**src/rtl/apb_pkg.sv**
```systemverilog
// Shared APB slave types and bus widths.
// Latency: n/a (declarations only).
// Backpressure: n/a (declarations only).
package apb_pkg;

  localparam int APB_ADDR_W = 32;
  localparam int APB_DATA_W = 32;

  // Two-state transfer FSM: waiting for a setup phase, or inside the access phase.
  typedef enum logic {
    IDLE   = 1'b0,
    ACCESS = 1'b1
  } apb_state_e;

endpackage

```
**src/rtl/apb_slave_regfile.sv**
```systemverilog
// DEPTH x 32-bit register array: synchronous write, combinational read, synchronous clear.
// Latency: read is combinational; a write becomes visible the cycle after the write edge.
// Backpressure: none; the caller qualifies every write with we_i.
module apb_slave_regfile
  import apb_pkg::*;
#(
  parameter int DEPTH = 16,
  parameter int IDX_W = $clog2(DEPTH)
) (
  input  logic                  clk,
  input  logic                  reset,
  input  logic                  we_i,
  input  logic [IDX_W-1:0]      idx_i,
  input  logic [APB_DATA_W-1:0] wdata_i,
  output logic [APB_DATA_W-1:0] rdata_o
);

  logic [APB_DATA_W-1:0] mem_q [DEPTH];

  // Clear all entries on reset, otherwise write the indexed entry when enabled.
  always_ff @(posedge clk) begin
    if (reset) begin
      for (int i = 0; i < DEPTH; i++) begin
        mem_q[i] <= '0;
      end
    end else if (we_i) begin
      mem_q[idx_i] <= wdata_i;
    end
  end

  // DEPTH is a power of two, so every index value addresses a real entry.
  assign rdata_o = mem_q[idx_i];

endmodule

```
**src/rtl/apb_slave.sv**
```systemverilog
// APB slave fronting a DEPTH-entry register file, with WAIT_CYCLES wait states per access.
// Latency: every transfer takes 2+WAIT_CYCLES cycles (setup, waits, completing access cycle).
// Backpressure: pready_o is held low for WAIT_CYCLES access cycles; psel_i dropping aborts the transfer.
module apb_slave
  import apb_pkg::*;
#(
  parameter int DEPTH       = 16,
  parameter int WAIT_CYCLES = 2
) (
  input  logic                  clk,
  input  logic                  reset,
  input  logic                  psel_i,
  input  logic                  penable_i,
  input  logic [APB_ADDR_W-1:0] paddr_i,
  input  logic                  pwrite_i,
  input  logic [APB_DATA_W-1:0] pwdata_i,
  output logic                  pready_o,
  output logic [APB_DATA_W-1:0] prdata_o,
  output logic                  pslverr_o
);

  localparam int                  IDX_W = $clog2(DEPTH);
  // First byte address past the register file; anything at or above it is an error.
  localparam logic [APB_ADDR_W-1:0] ADDR_LIMIT = APB_ADDR_W'(4 * DEPTH);

  apb_state_e            state_q, state_d;
  logic [3:0]            cnt_q, cnt_d;
  logic [APB_ADDR_W-1:0] addr_q, addr_d;
  logic                  write_q, write_d;
  logic [APB_DATA_W-1:0] wdata_q, wdata_d;

  logic                  done;
  logic                  addr_err;
  logic                  reg_we;
  logic [APB_DATA_W-1:0] reg_rdata;

  // Next-state logic: latch the setup phase, count wait states, complete or abort.
  always_comb begin
    state_d = state_q;
    cnt_d   = cnt_q;
    addr_d  = addr_q;
    write_d = write_q;
    wdata_d = wdata_q;
    done    = 1'b0;
    unique case (state_q)
      IDLE: begin
        // psel with penable already high is not a valid setup phase and is ignored.
        if (psel_i && !penable_i) begin
          state_d = ACCESS;
          addr_d  = paddr_i;
          write_d = pwrite_i;
          wdata_d = pwdata_i;
          cnt_d   = 4'(WAIT_CYCLES);
        end
      end
      ACCESS: begin
        if (!psel_i) begin
          state_d = IDLE;
          cnt_d   = '0;
        end else if (penable_i) begin
          if (cnt_q != 4'd0) begin
            cnt_d = cnt_q - 4'd1;
          end else begin
            done    = 1'b1;
            state_d = IDLE;
          end
        end
      end
      default: state_d = IDLE;
    endcase
  end

  // State and latched-transfer registers; reset wins over any bus activity.
  always_ff @(posedge clk) begin
    if (reset) begin
      state_q <= IDLE;
      cnt_q   <= '0;
      addr_q  <= '0;
      write_q <= 1'b0;
      wdata_q <= '0;
    end else begin
      state_q <= state_d;
      cnt_q   <= cnt_d;
      addr_q  <= addr_d;
      write_q <= write_d;
      wdata_q <= wdata_d;
    end
  end

  // Error decode works on the latched address so mid-transfer bus changes cannot affect it.
  assign addr_err  = (addr_q[1:0] != 2'b00) || (addr_q >= ADDR_LIMIT);
  assign pready_o  = (state_q == ACCESS) && (cnt_q == 4'd0);
  assign pslverr_o = pready_o && addr_err;
  assign prdata_o  = (pready_o && !write_q && !addr_err) ? reg_rdata : '0;
  // done already implies pready_o; reset is folded in so a write never races the clear.
  assign reg_we    = done && write_q && !addr_err && !reset;

  apb_slave_regfile #(
    .DEPTH (DEPTH),
    .IDX_W (IDX_W)
  ) u_regfile (
    .clk     (clk),
    .reset   (reset),
    .we_i    (reg_we),
    .idx_i   (addr_q[IDX_W+1:2]),
    .wdata_i (wdata_q),
    .rdata_o (reg_rdata)
  );

endmodule

```
**config.mk**
```make
export PLATFORM = sky130hd
export DESIGN_NAME = apb_slave
export DESIGN_NICKNAME = d
export VERILOG_FILES = /design/src/rtl/apb_pkg.sv /design/src/rtl/apb_slave_regfile.sv /design/src/rtl/apb_slave.sv
export SDC_FILE = /design/constraint.sdc
export NUM_CORES = 1
export LEC_CHECK = 0
export BUFFER_PORTS_ARGS = -buffer_cell sky130_fd_sc_hd__buf_2
export CORE_AREA = 2 2 233 235
export CTS_CLUSTER_DIAMETER = 100
export DETAILED_ROUTE_END_ITERATION = 8
export DIE_AREA = 0 0 235 237
export MAX_ROUTING_LAYER = met4
export PLACE_DENSITY_LB_ADDON = 0.15
export SLEW_MARGIN = 25
export SYNTH_ARGS = -nofsm -noshare
export SYNTH_HDL_FRONTEND = slang
export SYNTH_SLANG_ARGS = --single-unit
```
**constraint.sdc**
```tcl
create_clock -name clk -period 3.23 [get_ports clk]
set_input_delay 0.646 -clock clk [delete_from_list [all_inputs] [get_ports clk]]
set_output_delay 0.646 -clock clk [all_outputs]
set_load 0.02 [all_outputs]
```
==> results.yml <==
synthesis:
  synth_edf_count: 512
  synth.net_count: 1953
  synth_simple_gate_area_share_pct: 15.57
  synth_xor_area_share_pct: 0
  yosysTopAreaCellShare_pct: 58.38
  synth-adder-area-share_pct: 0.04751
  ys_async_sr_fraction_pct: 0
  synth_compound_area_share_pct: 4.499
  yosysWarnings: 0
  ys_ff_latch: 586
  synth_cell_types: 46
  synth.top_cells.by_count: "edfxtp_1 (512), and3_1 (386), nand2_1 (171)"
  synth-seq-area-share_pct: 64.00
  netlist_area_sq_um: 26340
  synth.most_common_cell: "edfxtp_1"
  ys.flop_type: "edfxtp_1"
  synth.area.mux_share_pct: 12.16
  synth_top_area_cell: "edfxtp_1"
  synth_area_leaders: "edfxtp_1 (58%), mux4_2 (11%), and3_1 (9.2%)"
  syn_area_per_cell_sq_um: 13.99
  synth_top_family_by_area: "simple AND/OR/NAND/NOR gates"
  synthesis.instances: 1883
sta:
  finalSetupViolations: 26
  hold_viol_final: 0
  period_share_pct: 103.3
  fin_ws_ns: -0.1073
  final.setup_skew_ns: 0.01294
  slew-limit-headroom_pct: 51.31
  hold_ws_ns: 0.2399
  fmax_mhz: 299.6
  rsz0062_at_grt: "true"
  period_needed_ns: 3.337
  tightestPinTransition_ns: 0.7304
  drv_slew: 0
critical_path:
  r2r_cells: 9
  cp.required_ns: 2.58
  startpoint_type: "register"
  cp-end-kind: "output pin"
  worstPathArrival_ns: 2.69
  path_class: "reg2out"
  cp_max_fo: 8
  r2r-start: "cnt_q[1]$_SDFFE_PP0P_"
  cp-startpoint: "addr_q[10]$_SDFFE_PP0P_"
min_path:
  hold-path-cell-count: 3
  hold_class: "in2reg"
  min_from: "pwdata_i[15]"
route:
  routed_wl_mm: 70.66
  first_pass_iters: 5
  ant_nets: 0
  dr.first_iter.drc_count: 1338
  drc_errors: 0
  wl_per_cell_um: 26.11
  avgViaCountPerCell: 6.097
  vias: 16500
grt:
  grt_pass1_wl_mm: 106.3
  grt_max_degree: 86
  track_usage_pct: 26.21
  antenna_found_initial: 0
  grt_pass1_vias: 17090
  overflow: 0
placement:
  io_buffer_count: 102
  hpwlAfterDp_mm: 38.91
  gp_congestion: 0.7703
power_and_ir_drop:
  leakage_nw: 11.95
  power_density_nw_per_um2: 553.6
  power_mw: 17.01
  irDropWorstVdd_mv: 0.4279
clock_network:
  htree_num_levels: 2
  clockBufferDepth: 3
  clockRootBuffer: "clkbuf_16"
  clk_latency_ns: 0.64
  cts_hold_buf: 0
  tritoncts: "done"
  clk_pin_slew_ns: 0.06
  cts_buffers: 61
  clock-sinks: 586
status:
  violations: "negative setup slack"
  status: "complete, but fails checks"
floorplanning:
  row_count: 85
  start_util_pct: 49.43
  die_h_um: 237
  core_area_sq_um: 53280
  die_x_um: 235
  ioPinCount: 103
  die-area_sq_um: 55700
job:
  drv_cap: 0
cells_and_area:
  drive_gt1_share_pct: 26.97
  antennaDiodeCount: 0
  nets: 2027
  fillers: 4203
  syn2layout_area_growth_pct: 16.65
## placed cells by master (no fill, tap or decap), types with 5 or more instances in the layout
| cell type | n |
|---|---|
| buf_12 | 40 |
| nor4_4 | 6 |
| bufinv_16 | 7 |
| buf_2 | 71 |
| and2_2 | 6 |
| a21oi_1 | 72 |
| nor2_1 | 133 |
| clkinv_2 | 8 |
| dfxtp_1 | 66 |
| clkbuf_8 | 9 |
| clkinv_1 | 7 |
| clkbuf_16 | 62 |
| edfxtp_1 | 512 |
| clkbuf_1 | 17 |
| a211oi_2 | 37 |
| mux4_2 | 128 |
| mux2i_1 | 24 |
| nand2_1 | 171 |
| nor2b_1 | 34 |
| buf_4 | 98 |
| and3_1 | 386 |
| a31o_2 | 16 |
| a211oi_1 | 24 |
| buf_6 | 5 |
## metrics by stage
stage	TNS [ns]	worst slack (ns)	std cells	util (%)	cell area [sq um]
after floorplan	0	0.6178	1883	-	26340
after global placement	0	0.3560	2552	52.14	27780
after detailed placement	0	0.3394	2552	52.14	27780
after CTS	-2.155	-0.1194	2697	57.38	30570
after global routing	-5.814	-0.2544	2706	57.66	30720
final	-1.732	-0.1073	2706	57.66	30720
## flip-flops by register name, indices dropped and copies added (netlist names), named ones only
register         cells
state_q              1
wdata_q             32
addr_q              32
write_q              1
cnt_q                4
u_regfile.mem_q    512
## routing by layer
metal / global-route usage, % / wire length, um
met4: 8.362 / 1952
met1: 34.43 / 29970
met3: 4.698 / 4477
met2: 41.80 / 34260
met5: - / 0
## power breakdown
part	internal (mW)	total, mW	switching [mW]
logic	0.505	1.16	0.651
clock network	4.25	7.24	2.99
registers	8.46	8.62	0.160
## critical path: stages, from the launching register on
cell	delay, ns
dfxtp_2	0.33
nor4_4	0.31
nand4_1	0.15
buf_6	0.15
buf_12	0.13
or4_4	0.46
buf_12	0.19
a211oi_2	0.15
buf_4	0.17
## what timing repair did
| action | 4_1_cts | 5_1_grt |
|---|---|---|
| cloned | 4 | 1 |
| setup endpoints to repair | 32 | 32 |
| pin swaps | 12 | 5 |
| resized for setup | 78 | 8 |
| setup buffers | 25 | 8 |
## final timing paths
check,end,slack [ns]
setup / recovery,prdata_o[16],-0.11
hold / removal,wdata_q[15]$_SDFFE_PP0P_,0.24
setup reg to reg,u_regfile.mem_q[5][4]$_SDFFCE_PN0P_,0.56
hold reg to reg,addr_q[9]$_SDFFE_PP0P_,0.48
## final cells by class
type / instances / area, sq um / area share, %
clock buffers: 87 / 1714 / 5.580
multi-input cells: 1083 / 8768 / 28.54
flip-flops and latches: 586 / 16880 / 54.93
well taps: 696 / 870.8 / 2.835
repair buffers: 221 / 2128 / 6.928
inverters: 4 / 15.01 / 0.04887
clock inverters: 29 / 349.1 / 1.136
## logic make-up (layout without fill, tap and decap cells)
kind of cell             after synthesis  after routing
flip-flops                           586            586
adder cells (fa/ha/maj)                1              1
AND/OR/NAND/NOR                      761            762
multiplexers                         160            160
AO/OA/AOI/OAI                        160            160
buffers and inverters                215            341
Power figures use the tool's default switching activity.
